## config.mk

```make
export PLATFORM = sky130hd
export DESIGN_NAME = eqed_misr
export DESIGN_NICKNAME = d
export VERILOG_FILES = /design/src/rtl/eqed_sig_pkg.sv /design/src/rtl/eqed_misr.sv
export SDC_FILE = /design/constraint.sdc
export NUM_CORES = 1
export LEC_CHECK = 0
export BUFFER_PORTS_ARGS = -buffer_cell sky130_fd_sc_hd__buf_2
export CELL_PAD_IN_SITES_DETAIL_PLACEMENT = 0
export CELL_PAD_IN_SITES_GLOBAL_PLACEMENT = 1
export CORE_AREA = 2 2 39 41
export DETAILED_ROUTE_END_ITERATION = 8
export DIE_AREA = 0 0 41 43
export GPL_ROUTABILITY_DRIVEN = 1
export GPL_TIMING_DRIVEN = 0
export PLACE_DENSITY_LB_ADDON = 0.1
export SLEW_MARGIN = 30
export SYNTH_ARGS = -nofsm -noshare
export SYNTH_HDL_FRONTEND = slang
export SYNTH_SLANG_ARGS = --single-unit
```

## constraint.sdc

```tcl
create_clock -name clk -period 1.05 [get_ports clk]
set_input_delay 0.0525 -clock clk [delete_from_list [all_inputs] [get_ports clk]]
set_output_delay 0.0525 -clock clk [all_outputs]
set_load 0.1 [all_outputs]
```

## src/rtl/eqed_sig_pkg.sv

```systemverilog
// Shared types and constants for the E-QED signature checker.
// Optional serial unload is enabled by the EQED_SIG_UNLOAD_EN macro.
package eqed_sig_pkg;

  localparam int MISR_W_DEF = 6;
  localparam int IN_W_DEF   = 2;
  localparam int OUT_W_DEF  = 3;
  localparam int WINDOW_DEF = 5;

  typedef enum logic [1:0] {
    ST_IDLE    = 2'd0,
    ST_CAPTURE = 2'd1,
    ST_CHECK   = 2'd2
`ifdef EQED_SIG_UNLOAD_EN
    , ST_UNLOAD = 2'd3
`endif
  } state_e;

  // Seed has only the top stage set, e.g. 6'b100000 for a 6-stage MISR.
  function automatic logic [63:0] misr_seed(input int w);
    misr_seed = 64'd1 << (w - 1);
  endfunction

endpackage

```

## src/rtl/eqed_misr.sv

```systemverilog
// Multiple-input signature register: seeded with only the top stage set,
// data bit j folds into even stage 2j (bit 0 into the feedback stage).
module eqed_misr
  import eqed_sig_pkg::*;
#(
  parameter int W   = MISR_W_DEF,
  parameter int D_W = IN_W_DEF
) (
  input  logic           clk,
  input  logic           rst,
  input  logic           seed_load,
  input  logic           en,
  input  logic [D_W-1:0] d,
  output logic [W-1:0]   sig
);

  localparam int            PAD_W = (W + 1) / 2;
  localparam logic [W-1:0]  SEED  = W'(misr_seed(W));

  logic [W-1:0]     sig_q, sig_d;
  logic [W-1:0]     upd;
  logic [PAD_W-1:0] d_pad;

  always_comb begin
    d_pad  = PAD_W'(d);
    upd    = '0;
    upd[0] = sig_q[W-2] ^ sig_q[W-1] ^ d_pad[0];
    for (int k = 1; k < W; k++) begin
      upd[k] = sig_q[k-1];
      if (k % 2 == 0) upd[k] = upd[k] ^ d_pad[k/2];
    end
    sig_d = sig_q;
    if (seed_load) sig_d = SEED;
    else if (en)   sig_d = upd;
  end

  always_ff @(posedge clk) begin
    if (rst) sig_q <= SEED;
    else     sig_q <= sig_d;
  end

  assign sig = sig_q;

endmodule

```

==> summary.md <==
| Metric | Value |
|---|---|
| DRC Markers | `0` |
| Starting Density | `0.203` |
| Nets | `48` |
| Register area share after synthesis | `0.429` |
| Period utilization | `0.967` |
| Comb power frac | `0.183` |
| CP startpoint kind | `flop` |
| Hold Fails Final Rpt | `0` |
| Post-Synth XOR/XNOR Area | `0.116` |
| Synth Warn # | `0` |
| Row count | `14` |
| Initial antenna violation count | `0` |
| Antenna-violating nets left | `0` |
| # IOs | `12` |
| Detail Placement HPWL | `367 µm` |
| Seq pwr share | `0.434` |
| CORE AREA | `1380 µm²` |
| P_sw | `0.146 mW` |
| Compound-Gate Fraction of Synth Area | `0.0580` |
| P_int | `0.397 mW` |
| DR vias/cell | `3.86` |
| Total GRT Usage | `0.0685` |
| Slowest cell on crit path | `dfxtp_1` |
| Worst rel slew slack | `0.816` |
| H-tree Lvls | `1` |
| TNS Setup | `0 ps` |
| Die W | `41 µm` |
| Pins over their slew limit | `0` |
| DIE AREA | `1760 µm²` |
| First-pass GRT wire length | `724 µm` |
| Routed WL | `483 µm` |
| Net Sw Frac | `0.269` |
| Clk pwr share | `0.383` |
| Peak VDD IR | `0.433 mV` |
| Crit-path cells | `buf_4 > buf_4` |
| Gr ovfl total | `0` |
| Routed len/inst | `between 8 and 9 µm` |
| # diodes | `0` |
| Power per cell area | `1330 nW/µm²` |
| Worst Path Arrival | `~960 ps` |
| FILL cells | `152` |
| Clock skew | `~0.58 ps` |
| Ratio of cells with drive above 1 in the final layout | `0.550` |
| Post-Syn Instances | `27` |
| Largest family of logic cells by synthesized area | `buffers and inverters` |
| Buffers on Ports | `10` |
| Fmax | `just under 1000 MHz` |
| Clk_lat worst skew | `240 ps` |
| Crit path time final | `1020 ps` |
| Final Util | `0.295` |
| Drt first pass iters | `4` |
| Worst hold path type | `input pin to flop` |
| Largest net degree at the start of global routing | `9` |
| Critical path required time | `1000 ps` |
| Max cap viols | `0` |
| Clock buffer count from CTS | `3` |
| Unique masters post-synth | `11` |
| Synthesized-area fraction occupied by adder cells | `0` |
| Number of clock sinks | `6` |
| Worst-path maximum fanout | `3` |
| Crit path largest cell delay | `around 340 ps` |
| Postcts setup bufs | `0` |
| Post-synthesis simple-gate area fraction | `0.112` |
| Worst-Margin Slew | `279 ps` |
| Via count of the first global-routing pass | `between 150 and 200` |
| Critical Path Most Common Cell | `buf_4` |
| Multiplexer area fraction after synthesis | `0.143` |
| Mean Syn Cell Area | `10.4 µm²` |
| Root Buffer | `clkbuf_4` |
| Pleak | `0.189 nW` |
| Syn nets | `33` |
| Worst setup EP type | `primary output` |
| CTS tree | `built` |
| CP Class | `flop to primary output` |
| RSZ-0062 raised after global routing | `false` |
| Layout overhead on the synthesized area | `45.5%` |
| Initial DRC count | `3` |
| Number of synthesized register bits | `6` |
| Cell area after synthesis | `280 µm²` |
| Gpl congestion | `0.616` |
| Max reg flops | `6` |
| Status | `finished clean` |
| Clock buffer depth | `2` |
| Reg clk slew, reported paths | `roughly 40 ps` |
| # setup viols final | `0` |
| Total number of vias | `216` |
| Chip height | `43 µm` |
Yosys cell counts:
master    number  area share
nor2b_1        1       0.022
a211oi_1       1       0.027
buf_4          4        0.11
xnor2_1        1       0.031
xor3_1         1       0.085
or2_0          1       0.022
dfxtp_1        6        0.43
a211o_1        1       0.031
mux2i_1        4        0.14
buf_2          2       0.036
nor2_1         5       0.067
worst max-delay path, delay by kind of cell, from the launching register on:
| family | cells | cell delay, ps |
|---|---|---|
| buffers and inverters | 2 | 380 |
| flip-flops | 1 | 340 |
per-layer routing:
metal,global-route usage,share of wire
met1,0.0912,0.43
met2,0.0656,0.41
met3,0.0209,0.14
met4,0.100,0.021
met5,0,0
final timing paths:
check / start / endpoint / slack (ps) / cells past startpoint
max reg2reg: sig[4] / sig[0] / 80 / 3
min: d[1] / sig[2] / 110 / 3
min reg2reg: sig[2] / sig[2] / 500 / 2
max: sig[2] / sig[2] / 30 / 2
power by group through the flow:
stage | clock network (mW) | registers [mW] | logic, mW
finish | 0.208 | 0.235 | 0.0992
global route | 0.235 | 0.235 | 0.106
CTS | 0.220 | 0.235 | 0.0998
detailed placement | 0 | 0.240 | 0.0960
global placement | 0 | 0.239 | 0.0956
floorplan | 0 | 0.255 | 0.0634
cell usage in the layout (no fill, tap or decap), drive strengths merged:
master / n
buf: 16
dfxtp: 6
nor2: 5
mux2i: 4
clkbuf: 3
or2: 1
xor3: 1
xnor2: 1
a211oi: 1
nor2b: 1
a211o: 1
through the flow:
step | power [mW] | area, µm² | instances | setup slack, ps | hold WS, ps
5_1_grt | 0.576 | 408 | 56 | 1.53 | 140
6_report | 0.543 | 408 | 56 | 34.8 | 115
4_1_cts | 0.555 | 399 | 56 | 14.2 | 110
3_5_place_dp | 0.336 | 358 | 53 | 51.0 | 367
3_3_place_gp | 0.335 | 358 | 53 | 50.1 | 359
2_1_floorplan | 0.318 | 288 | 27 | -17.3 | 256
cell families after synthesis:
| family | after synthesis |
|---|---|
| compound gates | 2 |
| xor+xnor | 2 |
| buf+inv | 6 |
| flops | 6 |
| mux | 4 |
| simple gates | 7 |
timing repair:
item,CTS,global route
gates resized for setup,7,3
cloned,0,0
hold buffers,0,0
endpoints found under the setup margin,6,3
cell type report:
type / count / area, µm² / share of cell area
Multi-Input combinational cell: 15 / 120 / 0.294
Buffer: 6 / 40.0 / 0.0982
Clock buffer: 3 / 22.5 / 0.0552
Tap cell: 16 / 20.0 / 0.0491
Timing Repair Buffer: 10 / 76.3 / 0.187
Sequential cell: 6 / 129 / 0.316
Note: power is estimated with default switching activity, not from simulation.
